File: config.mk
export PLATFORM = sky130hd
export DESIGN_NAME = note_sequencer
export DESIGN_NICKNAME = d
export VERILOG_FILES = /design/src/rtl/note_sequencer.sv
export SDC_FILE = /design/constraint.sdc
export NUM_CORES = 1
export LEC_CHECK = 0
export ABC_AREA = 1
export ABC_CLOCK_PERIOD_IN_PS = 13100
export CORE_MARGIN = 4
export CORE_UTILIZATION = 55
export CTS_BUF_LIST = sky130_fd_sc_hd__clkbuf_16
export DETAILED_ROUTE_END_ITERATION = 7
export PLACE_DENSITY = 0.75
export SLEW_MARGIN = 20
export SYNTH_ARGS = -nofsm -noshare
export SYNTH_HDL_FRONTEND = slang
export SYNTH_SLANG_ARGS = --single-unit
export TNS_END_PERCENT = 10
File: constraint.sdc
create_clock -name clk_i -period 13.1 [get_ports clk_i]
set_clock_uncertainty 0.1 [all_clocks]
set_input_delay 2.62 -clock clk_i [delete_from_list [all_inputs] [get_ports clk_i]]
set_output_delay 2.62 -clock clk_i [all_outputs]
set_load 0.05 [all_outputs]
File: src/rtl/note_sequencer.sv
// Melody controller: sequences one audio_sample channel from a small
// programmable note table (frequency word + duration in beats). Each note is
// announced with a one-cycle ch_en_o strobe carrying the new frequency word.
module note_sequencer #(
  parameter int DEPTH    = 16,
  parameter int ADDR_W   = $clog2(DEPTH),
  parameter int DUR_W    = 4,
  parameter int BEAT_DIV = 3125000
) (
  input  logic              clk_i,
  input  logic              rst_i,
  input  logic              wr_en_i,
  input  logic [ADDR_W-1:0] wr_addr_i,
  input  logic [15:0]       wr_freq_i,
  input  logic [DUR_W-1:0]  wr_dur_i,
  input  logic [ADDR_W:0]   len_i,
  input  logic              loop_i,
  input  logic              start_i,
  input  logic              stop_i,
  output logic              ch_en_o,
  output logic [15:0]       ch_freq_o,
  output logic              busy_o,
  output logic [ADDR_W-1:0] note_idx_o,
  output logic              done_o
);

  localparam int LEN_W = ADDR_W + 1;
  localparam int CNT_W = $clog2(BEAT_DIV);
  localparam logic [LEN_W-1:0] LEN_MAX   = LEN_W'(DEPTH);
  localparam logic [CNT_W-1:0] CNT_LAST  = CNT_W'(BEAT_DIV - 1);
  // The LOAD cycle is part of each note's budget, so HOLD leaves one
  // cycle early on the last beat.
  localparam logic [CNT_W-1:0] CNT_FINAL = CNT_W'(BEAT_DIV - 2);

  typedef enum logic [1:0] {
    S_IDLE = 2'd0,
    S_LOAD = 2'd1,
    S_HOLD = 2'd2
  } state_t;

  logic [15:0]      freq_tab_q [DEPTH];
  logic [DUR_W-1:0] dur_tab_q  [DEPTH];

  state_t            state_q, state_d;
  logic [LEN_W-1:0]  len_q, len_d;
  logic              loop_q, loop_d;
  logic [LEN_W-1:0]  idx_q, idx_d;
  logic [DUR_W-1:0]  beats_q, beats_d;
  logic [CNT_W-1:0]  cnt_q, cnt_d;
  logic              ch_en_q, ch_en_d;
  logic [15:0]       ch_freq_q, ch_freq_d;
  logic              busy_q, busy_d;
  logic [ADDR_W-1:0] note_idx_q, note_idx_d;
  logic              done_q, done_d;

  logic [ADDR_W-1:0] rd_addr;
  logic [15:0]       rd_freq;
  logic [DUR_W-1:0]  rd_dur;
  logic [LEN_W-1:0]  idx_next;
  logic              go_idle;

  assign rd_addr  = idx_q[ADDR_W-1:0];
  assign rd_freq  = freq_tab_q[rd_addr];
  assign rd_dur   = dur_tab_q[rd_addr];
  assign idx_next = idx_q + LEN_W'(1);

  // Note table: cleared on reset, written from the config port. A LOAD in the
  // same cycle as a write to that entry still sees the old contents.
  always_ff @(posedge clk_i or posedge rst_i) begin
    if (rst_i) begin
      for (int i = 0; i < DEPTH; i++) begin
        freq_tab_q[i] <= '0;
        dur_tab_q[i]  <= '0;
      end
    end else if (wr_en_i && ({1'b0, wr_addr_i} < LEN_MAX)) begin
      freq_tab_q[wr_addr_i] <= wr_freq_i;
      dur_tab_q[wr_addr_i]  <= wr_dur_i;
    end
  end

  // Sequencer state and registered outputs
  always_ff @(posedge clk_i or posedge rst_i) begin
    if (rst_i) begin
      state_q    <= S_IDLE;
      len_q      <= '0;
      loop_q     <= 1'b0;
      idx_q      <= '0;
      beats_q    <= '0;
      cnt_q      <= '0;
      ch_en_q    <= 1'b0;
      ch_freq_q  <= '0;
      busy_q     <= 1'b0;
      note_idx_q <= '0;
      done_q     <= 1'b0;
    end else begin
      state_q    <= state_d;
      len_q      <= len_d;
      loop_q     <= loop_d;
      idx_q      <= idx_d;
      beats_q    <= beats_d;
      cnt_q      <= cnt_d;
      ch_en_q    <= ch_en_d;
      ch_freq_q  <= ch_freq_d;
      busy_q     <= busy_d;
      note_idx_q <= note_idx_d;
      done_q     <= done_d;
    end
  end

  // Next-state logic: start/load/hold sequencing, end-of-sequence and abort
  always_comb begin
    state_d    = state_q;
    len_d      = len_q;
    loop_d     = loop_q;
    idx_d      = idx_q;
    beats_d    = beats_q;
    cnt_d      = cnt_q;
    ch_en_d    = 1'b0;
    ch_freq_d  = ch_freq_q;
    busy_d     = busy_q;
    note_idx_d = note_idx_q;
    done_d     = 1'b0;
    go_idle    = 1'b0;

    case (state_q)
      S_IDLE: begin
        if (start_i) begin
          if (len_i == '0) begin
            done_d = 1'b1;
          end else begin
            len_d   = (len_i > LEN_MAX) ? LEN_MAX : len_i;
            loop_d  = loop_i;
            idx_d   = '0;
            busy_d  = 1'b1;
            state_d = S_LOAD;
          end
        end
      end
      S_LOAD: begin
        if (stop_i) begin
          go_idle = 1'b1;
        end else if ((idx_q >= len_q) || (rd_dur == '0)) begin
          // Ran past the last entry or hit an end marker
          go_idle = 1'b1;
          done_d  = 1'b1;
        end else begin
          ch_en_d    = 1'b1;
          ch_freq_d  = rd_freq;
          note_idx_d = rd_addr;
          beats_d    = rd_dur;
          cnt_d      = '0;
          state_d    = S_HOLD;
        end
      end
      S_HOLD: begin
        if (stop_i) begin
          go_idle = 1'b1;
        end else if ((beats_q == DUR_W'(1)) && (cnt_q == CNT_FINAL)) begin
          // idx == len afterwards means the next LOAD ends the sequence
          state_d = S_LOAD;
          idx_d   = ((idx_next == len_q) && loop_q) ? '0 : idx_next;
        end else if (cnt_q == CNT_LAST) begin
          cnt_d   = '0;
          beats_d = beats_q - DUR_W'(1);
        end else begin
          cnt_d = cnt_q + CNT_W'(1);
        end
      end
      default: state_d = S_IDLE;
    endcase

    // Leaving playback always silences the channel with one load strobe
    if (go_idle) begin
      state_d   = S_IDLE;
      ch_en_d   = 1'b1;
      ch_freq_d = '0;
      busy_d    = 1'b0;
    end
  end

  assign ch_en_o    = ch_en_q;
  assign ch_freq_o  = ch_freq_q;
  assign busy_o     = busy_q;
  assign note_idx_o = note_idx_q;
  assign done_o     = done_q;

endmodule

## Yosys cells after proc, flatten, opt, wreduce, memory -nomap -nowiden

Cells that the tools add are included.

| word-level totals | value |
|---|---|
| bits in registers | 382 |
| input bits | 35 |

| cells by class | value |
|---|---|
| add/subtract/negate cells | 3 |
| $lt $le $gt $ge | 5 |
| eq/ne operators | 23 |
| multiplexer cells | 59 |
| bitwise gates (word level) | 5 |
| reductions and logical operators | 20 |

Operator list:

| kind | count |
|---|---|
| 256-bit bitwise mux | 1 |
| 16-bit two-way mux | 7 |
| 22-bit two-way mux | 5 |
| 16-bit binary-select mux with 4-bit select | 1 |
| 64-bit bitwise mux | 1 |
| 16-bit demux with 4-bit select | 1 |
| 22-bit equality test, second input constant | 2 |
| 22-bit case mux with 2 select lines | 1 |
| 4-bit two-way mux | 8 |
| 5-bit two-way mux | 6 |
| 22-bit by 1-bit adder with 22-bit output, second input constant | 1 |
| 2-bit inequality test, second input constant | 10 |
| 3-bit inequality test, second input constant | 6 |
| 4-bit binary-select mux with 4-bit select | 1 |
| 4-bit demux with 4-bit select | 1 |
| 1-bit two-way mux | 14 |
| 2-bit two-way mux | 7 |
| 3-bit AND reduction | 4 |
| 6-bit AND reduction | 2 |
| 5-bit >= comparator, second input constant | 2 |
| 4-bit inverter with 5-bit output | 2 |
| 5-bit case mux with 2 select lines | 1 |
| 5-bit AND reduction | 2 |
| 2-bit nonzero test | 5 |
| other kinds (19) | 24 |

## Logic depth before layout (Yosys ltp)

Gate-level depths: netlist of the first run.

| logic depth | value |
|---|---|
| depth after elaboration | 11 |
| gate-level depth with buffers | 19 |

## Worst setup path after synthesis of the first run

OpenSTA, ideal clock, no wires.

| timing path | value |
|---|---|
| path kind | input to register |
| start point | input port wr_addr_i[0] |
| end point | register freq_tab_q[208] (netlist bit) |
| arrival | 3.524 ns |
| required time | 12.923 ns |
| slack | 9.398 ns |
| stages on the path | 5 |
| path buffers | 1 |
| cells stage by stage | nand3b_1 -> nor3_1 -> clkbuf_1 -> nor2_1 -> a21oi_1 |

| between the ends | value |
|---|---|
| cells in the longest elaborated chain, start to end | 6 |

Ends and longest elaborated chain:

| item | line | text |
|---|---|---|
| from (decl) | 13 | `input logic [ADDR_W-1:0] wr_addr_i,` |
| 4-bit inverter with 5-bit output (implied by the code) * | 76 | `freq_tab_q[wr_addr_i] <= wr_freq_i;` |
| 5-bit >= comparator (implied by the code) / 5-bit by 1-bit less-than comparator with 1-bit output (equally long branches) | 76 |  |
| 1-bit logical AND (implied by the code) | 76 |  |
| 16-bit two-way mux (implied by the code) | 76 |  |
| 16-bit demux with 4-bit select * | 76 |  |
| 256-bit bitwise mux * | 76 |  |
| to (signal, indexed assignment) | 76 |  |
| to (decl) | 41 | `logic [15:0] freq_tab_q [DEPTH];` |

Every way passes the cells marked *; elsewhere a longest branch is shown, timed or not.
A chain may end at the register's enable or synchronous reset.

==> run_results.csv, run 1 <==
group,metric,value,unit
clocking,clk_pin_slew_worst_paths,60,ps
hold_path,min_from,"beats_q[1]$_DFFE_PP0P_",
sta,rsz0062_at_grt,"false",
floorplan,core_area,0.0326,sq mm
placement,post-place-ws,7370,ps
yosys,synthesis.area,0.0182,sq mm
critical_path,r2r_start,"idx_q[0]$_DFFE_PP0P_",
critical_path,crit_arrival,5320,ps
flow_run,drv_cap,0,
sta,slew_headroom,24.5,%
yosys,synthCells,2322,
clocking,post_cts_buffers,0,
critical_path,cp-start-kind,"input pin",
clocking,cts_resized,0,
power,power_leakage,9.68,nW
detailed_routing,via_per_inst,5.69,
detailed_routing,postRouteAntennaNets,0,
sta,setup_violations,0,
sta,final.min_clock_period,4900,ps
final_layout,stdcell_count,2758,
floorplan,die_y,190,um
clocking,cts-htree-levels,2,
outcome,status,"complete, no violations",
critical_path,end_kind,"async pin",
yosys,synthXorXnorAreaFrac,0.960,%
yosys,yosysUniqueCellTypes,37,
yosys,synth-adder-area-share,1.03,%
final_layout,antenna_cells,0,
yosys,ys.flop_type,"dfrtp_1",
sta,hold_viol,0,
yosys,synth.top_cell.area_share,52.4,%
sta,final.setup.tns,0,ps
grt,grtUsageTotal,26.9,%
yosys,synth_edf_count,0,
final_layout,fin_area,0.0201,sq mm
clocking,tritoncts,"yes",
yosys,synth_seq_cells,382,
hold_path,holdCritPathClass,"reg2reg",
power,powerDensity,165,mW/mm^2
yosys,yosys.area_share.simple,23.2,%
yosys,synthArstFlopShare,100,%
floorplan,fp-row-count,66,
yosys,synth.most_common_cell,"nand2_1",
final_layout,syn2layout_area_growth,10.3,%
power,vdd_drop_max,0.000124,V
grt,grt_pass1_vias,14800,
power,total_power,3.31,mW
final_layout,multi_input_area,0.00731,sq mm
detailed_routing,drc,0,
final_layout,layout.nets,2335,
placement,hpwlAfterDp,27.4,mm
placement,placed_cell_area,0.0189,sq mm
yosys,synth_top_family_by_area,"simple AND/OR/NAND/NOR gates",
clocking,clock-sinks,382,
placement,dp_cells,2684,
floorplan,dieWidth,190,um
grt,antenna_found_initial,0,
sta,tightest_slew,1130,ps
critical_path,critical_path_class,"in2async",
yosys,synth_top_cells_by_count,"nand2_1, o21ai_0, dfrtp_1, nand3_1, inv_1",
final_layout,regArea,0.00956,sq mm
clocking,root_buffer,"clkbuf_16",
critical_path,cp_max_fo,74,
yosys,synth_area_leaders,"dfrtp_1, nand2_1, o21ai_0",
final_layout,fill_cells,2770,
yosys,syn_area_per_cell,7.86,sq um
floorplan,dieArea,0.0362,sq mm
critical_path,crit_path_start,"rst_i",
yosys,yosys_warnings,0,
detailed_routing,drt_iter0_drc,1661,
yosys,synth_nets,2372,
grt,grt_pass1_wl,78.5,mm
grt,overflow,0,
final_layout,layout-drive-gt1-share,4.10,%
yosys,post-synth-top-area-cell,"dfrtp_1",
detailed_routing,wirelength,48.2,mm
floorplan,initial_core_util,55.9,%
critical_path,rrSetupSlack,8900,ps
clocking,numCtsBuffers,41,
critical_path,cp.required,13520,ps
sta,fmax,204,MHz
detailed_routing,dr_total_vias,15700,
placement,place_congestion,0.879,
sta,min_period_over_period,37.4,%
detailed_routing,wl_per_cell,17.5,um
floorplan,ios,58,
clocking,clock_path_buffers,3,
sta,report.final.slew_viol_count,0,
clocking,postCtsHoldBufs,0,
grt,grt_max_degree,99,
sta,setup_ws,8200,ps
detailed_routing,firstDrtPassIters,6,
yosys,yosysSeqAreaShare,52.4,%
yosys,synthMuxAreaShare,0,%
placement,port_buffers,57,
clocking,clkLatencyLatePin,540,ps
yosys,synth_compound_area_share,14.7,%
-- per-layer routing --
metal,GRT usage [%],part of all wire [%]
met2,41.6,44
met3,4.28,8.5
met1,39.7,45
met5,0,0
met4,7.76,2.3
-- cell usage in the layout, fill, tap and decap left out, types with 2 or more instances in the layout --
| master | instances |
|---|---|
| nor3_1 | 13 |
| nand4_1 | 10 |
| and3_1 | 2 |
| clkdlybuf4s50_1 | 57 |
| a22oi_1 | 4 |
| nor2_1 | 53 |
| ha_1 | 15 |
| nand3_1 | 227 |
| nor4_1 | 4 |
| o21ai_1 | 22 |
| buf_4 | 26 |
| clkbuf_16 | 41 |
| clkinvlp_4 | 4 |
| inv_1 | 201 |
| a21oi_1 | 77 |
| nor2_4 | 2 |
| nand3b_1 | 5 |
| nor3_2 | 3 |
| clkinv_2 | 3 |
| clkinv_1 | 11 |
| nand2_1 | 696 |
| inv_2 | 2 |
| xor2_1 | 19 |
| o21ai_0 | 416 |
| dfrtp_1 | 380 |
| nand2_2 | 3 |
| clkinv_8 | 2 |
-- final cells by class --
| cell class | count | area share (%) |
|---|---|---|
| clock inverters | 33 | 0.839 |
| well taps | 442 | 2.75 |
| inverters | 192 | 3.61 |
| clock buffers | 41 | 5.10 |
| repair buffers | 84 | 3.86 |
| multi-input cells | 1584 | 36.3 |
| flip-flops and latches | 382 | 47.5 |
-- kinds of logic (layout without fill, tap and decap cells) --
kind of cell | Yosys count | count (layout)
flops | 382 | 382
xor+xnor | 20 | 20
simple gates | 1022 | 1022
compound gates | 527 | 527
fa+ha+maj | 15 | 15
buf+inv | 356 | 350
-- state kept, by name (all words and copies together) (netlist names), 4 cells and up --
| signal | flops |
|---|---|
| note_idx_o | 4 |
| idx_q | 5 |
| dur_tab_q | 64 |
| len_q | 5 |
| ch_freq_o | 16 |
| cnt_q | 22 |
| beats_q | 4 |
| freq_tab_q | 256 |
-- through the flow --
stage          hold slack, ps  util, %
2_1_floorplan             342        -
3_3_place_gp              359     58.0
5_1_grt                   400     61.7
3_5_place_dp              364     58.0
6_report                  376     61.7
4_1_cts                   378     61.7
-- worst max-delay path, stage by stage --
cell	delay [ps]
clkdlybuf4s50_1	450
clkinvlp_4	620
buf_4	700
buf_4	820
-- worst paths after layout --
| check | to | depth (start not counted) |
|---|---|---|
| min in group asynchronous | ch_freq_o[12]$_DFFE_PP0P_ | 2 |
| max in group clk_i | ch_freq_o[9] | 1 |
| hold / removal | beats_q[1]$_DFFE_PP0P_ | 2 |
| setup reg to reg | beats_q[3]$_DFFE_PP0P_ | 15 |
| setup / recovery | dur_tab_q[0]$_DFFE_PP0P_ | 4 |
| hold reg to reg | beats_q[1]$_DFFE_PP0P_ | 2 |
-- report_power, final --
part | total [mW] | switching [mW] | internal (mW)
clock | 1.03 | 0.462 | 0.569
combinational | 0.722 | 0.474 | 0.248
sequential | 1.56 | 0.126 | 1.43
Note: power is estimated with default switching activity, not from simulation.
==> run 2, diff against run 1 <==
Settings changed: ABC_CLOCK_PERIOD_IN_PS 13100 to 4750, PLACE_DENSITY 0.75 to 0.73.
Clock period 13.1 ns to 4.75 ns, I/O delays scaled along.
==> run_results.csv, run 2 (synthesis gave the netlist of run 1 again) <==
group,metric,value,unit
critical_path,cp.required,5070,ps
detailed_routing,via_per_inst,5.67,
floorplan,ios,58,
grt,grt_max_degree,196,
detailed_routing,firstDrtPassIters,5,
placement,hpwlAfterDp,28.6,mm
sta,hold_viol,0,
final_layout,layout-drive-gt1-share,4.49,%
power,power_leakage,9.72,nW
floorplan,core_area,0.0326,sq mm
clocking,numCtsBuffers,40,
sta,fmax,294,MHz
floorplan,fp-row-count,66,
sta,final.min_clock_period,3400,ps
sta,min_period_over_period,71.5,%
sta,setup_ws,1350,ps
final_layout,syn2layout_area_growth,10.6,%
grt,overflow,0,
power,vdd_drop_max,0.000269,V
critical_path,cp_max_fo,43,
final_layout,utilization,61.9,%
detailed_routing,dr_total_vias,15700,
clocking,clk_pin_slew_worst_paths,60,ps
sta,rsz0062_at_grt,"false",
placement,post-place-ws,1380,ps
detailed_routing,drt_iter0_drc,1787,
sta,setup_violations,0,
critical_path,path_delay_family,"simple AND/OR/NAND/NOR gates",
final_layout,final_cell_mix,"nand2_1, o21ai_0, dfrtp_1",
clocking,clock-sinks,382,
placement,place_congestion,0.891,
sta,slew_headroom,27.7,%
floorplan,dieArea,0.0362,sq mm
hold_path,holdCritPathClass,"reg2reg",
placement,port_buffers,57,
critical_path,critical_path_class,"reg2reg",
grt,grt_pass1_vias,14900,
detailed_routing,postRouteAntennaNets,0,
placement,dp_cells,2690,
critical_path,crit_path_max_incr_delay,690,ps
critical_path,crit_slowest_cell,"inv_2",
sta,report.final.slew_viol_count,0,
grt,antenna_found_initial,1,
power,powerDensity,451,mW/mm^2
final_layout,multi_input_area,0.00729,sq mm
floorplan,dieWidth,190,um
detailed_routing,wl_per_cell,17.5,um
final_layout,largest_register_ffs,256,
clocking,clkLatencyLatePin,530,ps
clocking,postCtsHoldBufs,0,
critical_path,r2r_start,"idx_q[0]$_DFFE_PP0P_",
final_layout,layout_commonest_cell,"nand2_1",
floorplan,initial_core_util,55.9,%
critical_path,end_kind,"register",
final_layout,regArea,0.00956,sq mm
floorplan,die_y,190,um
final_layout,regMostFlops,"freq_tab_q",
detailed_routing,drc,0,
grt,grtUsageTotal,27.1,%
critical_path,critPathBufInv,1,
critical_path,crit_path_start,"idx_q[0]$_DFFE_PP0P_",
clocking,clock_path_buffers,3,
grt,grt_pass1_wl,79.7,mm
hold_path,min_from,"freq_tab_q[232]$_DFFE_PP0P_",
critical_path,crit_arrival,3710,ps
clocking,cts_resized,0,
clocking,tritoncts,"yes",
final_layout,largestRegisters,"freq_tab_q x256, dur_tab_q x64, cnt_q x22",
detailed_routing,wirelength,48.3,mm
clocking,cts-htree-levels,2,
critical_path,crit_chain,"inv_2, nand2_1, nand2_1, nand2_1, nand3_1, nand3_1, nand2_1, nor2_1, nand2_1, nand2_2, a21oi_4, nand2_1, nand2_1, nand2_1",
final_layout,fill_cells,2795,
final_layout,layout.nets,2340,
clocking,root_buffer,"clkbuf_16",
final_layout,stdcell_count,2760,
critical_path,cp-start-kind,"register",
sta,tightest_slew,1070,ps
flow_run,drv_cap,0,
power,total_power,9.11,mW
clocking,post_cts_buffers,0,
critical_path,crit_top_cell,"nand2_1",
outcome,status,"complete, no violations",
-- run 2: cell types whose count changed in the layout (fill, tap and decap cells not counted), moves of 3 or more --
| cell | previous run | this run |
|---|---|---|
| clkinv_2 | 3 | 10 |
| inv_1 | 201 | 195 |
| clkinv_1 | 11 | 8 |
| buf_12 | 0 | 6 |
-- run 2: worst reg2reg max path, cell delays in order (launching register included) --
cell	delay [ps]
dfrtp_4	660
inv_2	710
nand2_1	110
nand2_1	90
nand2_1	50
nand3_1	100
nand3_1	80
nand2_1	150
nor2_1	70
nand2_1	110
nand2_2	110
a21oi_4	550
nand2_1	220
nand2_1	120
nand2_1	50
-- run 2: final timing paths --
path / to / slack, ps / depth (start not counted)
min: freq_tab_q[232]$_DFFE_PP0P_ / 380 / 2
max in group asynchronous: freq_tab_q[49]$_DFFE_PP0P_ / 2850 / 3
max: beats_q[2]$_DFFE_PP0P_ / 1350 / 14
min in group asynchronous: freq_tab_q[202]$_DFFE_PP0P_ / 820 / 2
min reg2reg: freq_tab_q[232]$_DFFE_PP0P_ / 380 / 2
max reg2reg: beats_q[2]$_DFFE_PP0P_ / 1350 / 14
-- run 2: power breakdown --
part / total [mW] / internal (mW) / switching, mW
registers: 4.30 / 3.95 / 0.344
logic: 2.01 / 0.698 / 1.31
clock network: 2.80 / 1.56 / 1.24
-- run 2: layout make-up --
| cell class | instances | share of cell area, % |
|---|---|---|
| clock buffers | 41 | 5.08 |
| inverters | 192 | 3.60 |
| multi-input cells | 1584 | 36.1 |
| diodes | 1 | 0.0124 |
| clock inverters | 28 | 0.651 |
| well taps | 442 | 2.74 |
| repair buffers | 90 | 4.43 |
| flip-flops and latches | 382 | 47.4 |
-- run 2: stage by stage --
stage / TNS (ps) / cell area [sq um] / hold slack (ps)
3_3_place_gp: 0 / 19000 / 359
3_5_place_dp: 0 / 19000 / 373
2_1_floorplan: -547790 / 18300 / 342
6_report: 0 / 20200 / 383
5_1_grt: 0 / 20200 / 395
4_1_cts: 0 / 20200 / 387
-- run 2: layer usage --
layer  wire length (um)  track usage [%]
met2              21200             41.5
met4               1270             7.60
met3               4020             3.78
met1              21800             40.9
met5                  0                0
==> run 3, diff against run 2 <==
Settings changed: ABC_CLOCK_PERIOD_IN_PS 4750 to 3040, PLACE_DENSITY 0.73 to 0.75.
Clock period 4.75 ns to 3.04 ns, I/O delays scaled along.
==> run_results.csv, run 3 (synthesis gave the netlist of run 1 again) <==
group,metric,value,unit
detailed_routing,postRouteAntennaNets,0,
grt,antenna_found_initial,1,
sta,hold_viol,0,
critical_path,cp_max_fo,41,
final_layout,fill_cells,2721,
critical_path,crit_chain,"inv_2, nand2_1, nand3_1, nand3_1, nand3_1, nand2_1, nor2_1, nand2_1, nand2_2, inv_2, nand2_2, buf_4, nand2_1, o21ai_1, nand2_1, inv_1",
floorplan,initial_core_util,55.9,%
critical_path,cp.required,3410,ps
placement,post-place-ws,432,ps
clocking,clkLatencyLatePin,530,ps
final_layout,fin_area,0.0206,sq mm
detailed_routing,dr_total_vias,15900,
power,p_sw_share,31.0,%
placement,hpwlAfterDp,28.7,mm
sta,fmax,378,MHz
clocking,numCtsBuffers,41,
power,power_leakage,9.89,nW
detailed_routing,via_per_inst,5.72,
power,seqPwrFrac,45.9,%
sta,report.final.slew_viol_count,0,
final_layout,layout-drive-gt1-share,5.02,%
floorplan,core_area,0.0326,sq mm
final_layout,layout_commonest_cell,"nand2_1",
final_layout,layout.nets,2354,
floorplan,dieArea,0.0362,sq mm
clocking,clock-sinks,382,
outcome,status,"complete, no violations",
final_layout,largest_register_ffs,256,
sta,final.setup.tns,0,ps
placement,place_congestion,0.910,
floorplan,fp-row-count,66,
floorplan,ios,58,
clocking,root_buffer,"clkbuf_16",
detailed_routing,firstDrtPassIters,6,
critical_path,end_kind,"register",
critical_path,crit_top_cell,"nand2_1",
sta,setup_ws,397,ps
power,clock_power_share,32.8,%
sta,setup_violations,0,
critical_path,crit_slowest_cell,"dfrtp_4",
sta,tightest_slew,768,ps
flow_run,drv_cap,0,
sta,min_period_over_period,86.9,%
grt,grt_pass1_vias,15300,
floorplan,die_y,190,um
clocking,clock_path_buffers,3,
sta,slew_headroom,48.8,%
critical_path,cp-start-kind,"register",
sta,rsz0062_at_grt,"false",
clocking,postCtsHoldBufs,0,
grt,grt_max_degree,126,
power,vdd_drop_max,0.000394,V
floorplan,dieWidth,190,um
final_layout,final_cell_mix,"nand2_1, o21ai_0, dfrtp_1",
critical_path,crit_path_max_incr_delay,490,ps
detailed_routing,drt_iter0_drc,1955,
power,pwr-share-comb,21.3,%
clocking,cts-htree-levels,2,
final_layout,largestRegisters,"freq_tab_q x256, dur_tab_q x64, cnt_q x22",
final_layout,syn2layout_area_growth,12.7,%
hold_path,holdCritPathClass,"in2async",
sta,hold_ws,356,ps
power,powerDensity,711,mW/mm^2
grt,grtUsageTotal,27.4,%
power,p_sw,4.52,mW
detailed_routing,drc,0,
clocking,clk_pin_slew_worst_paths,60,ps
final_layout,regMostFlops,"freq_tab_q",
critical_path,crit_arrival,3010,ps
grt,overflow,0,
detailed_routing,wl_per_cell,17.7,um
clocking,cts_resized,0,
grt,grt_pass1_wl,80.6,mm
critical_path,critical_path_class,"reg2reg",
clocking,post_cts_buffers,0,
sta,final.min_clock_period,2640,ps
placement,port_buffers,57,
clocking,tritoncts,"yes",
placement,placed_cell_area,0.0193,sq mm
power,p_int,10.1,mW
critical_path,rrSetupSlack,400,ps
detailed_routing,wirelength,49.1,mm
[run 3: cell types whose count changed in the layout (fill, tap and decap cells not counted), sizes merged]
cell / delta
buf: +13
clkbuf: +1
inv: -3
bufinv: +4
clkinv: -3
[run 3: layer usage]
| metal | vias to the layer above | GRT usage [%] | wire (um) |
|---|---|---|---|
| li1 | 7492 | - | - |
| met1 | 7556 | 39.5 | 20900 |
| met2 | 709 | 42.0 | 22100 |
| met3 | 111 | 6.13 | 4730 |
| met4 | 0 | 8.62 | 1430 |
| met5 | - | 0 | 0 |
[run 3: final timing paths]
kind / start / end / cells past startpoint
min reg2reg: beats_q[1]$_DFFE_PP0P_ / beats_q[1]$_DFFE_PP0P_ / 2
min: rst_i / freq_tab_q[53]$_DFFE_PP0P_ / 2
max in group asynchronous: rst_i / idx_q[0]$_DFFE_PP0P_ / 4
min in group clk_i: beats_q[1]$_DFFE_PP0P_ / beats_q[1]$_DFFE_PP0P_ / 2
max: idx_q[0]$_DFFE_PP0P_ / ch_freq_o[12]$_DFFE_PP0P_ / 16
max reg2reg: idx_q[0]$_DFFE_PP0P_ / ch_freq_o[12]$_DFFE_PP0P_ / 16
[run 3: stage by stage]
step	util [%]	instances	power, mW
after detailed placement	59.1	2703	9.86
after CTS	63.0	2771	14.7
after global placement	59.1	2703	9.70
after global routing	63.0	2772	15.5
final	63.0	2772	14.6
after floorplan	-	2322	8.94
[run 3: cell type report]
cell class / instances / area (sq um) / share of cell area, %
Sequential cell: 382 / 9560 / 46.5
Multi-Input combinational cell: 1584 / 7300 / 35.5
Timing Repair Buffer: 103 / 1140 / 5.55
Clock buffer: 42 / 1050 / 5.11
Inverter: 192 / 727 / 3.54
Tap cell: 442 / 553 / 2.69
Clock inverter: 26 / 225 / 1.10
Antenna cell: 1 / 2.50 / 0.0122
[run 3: power groups by stage]
stage	clock network, mW	registers, mW	logic, mW
finish	4.79	6.70	3.12
global route	5.06	6.83	3.58
CTS	4.84	6.70	3.12
detailed placement	0	6.77	3.09
global placement	0	6.73	2.97
floorplan	0	6.95	1.99
[run 3: worst max-delay path: cells and delay by family (launching register included)]
kind            cells  cell delay (ps)
simple gates       11             1070
buf+inv             4              790
flops               1              490
compound gates      1              100
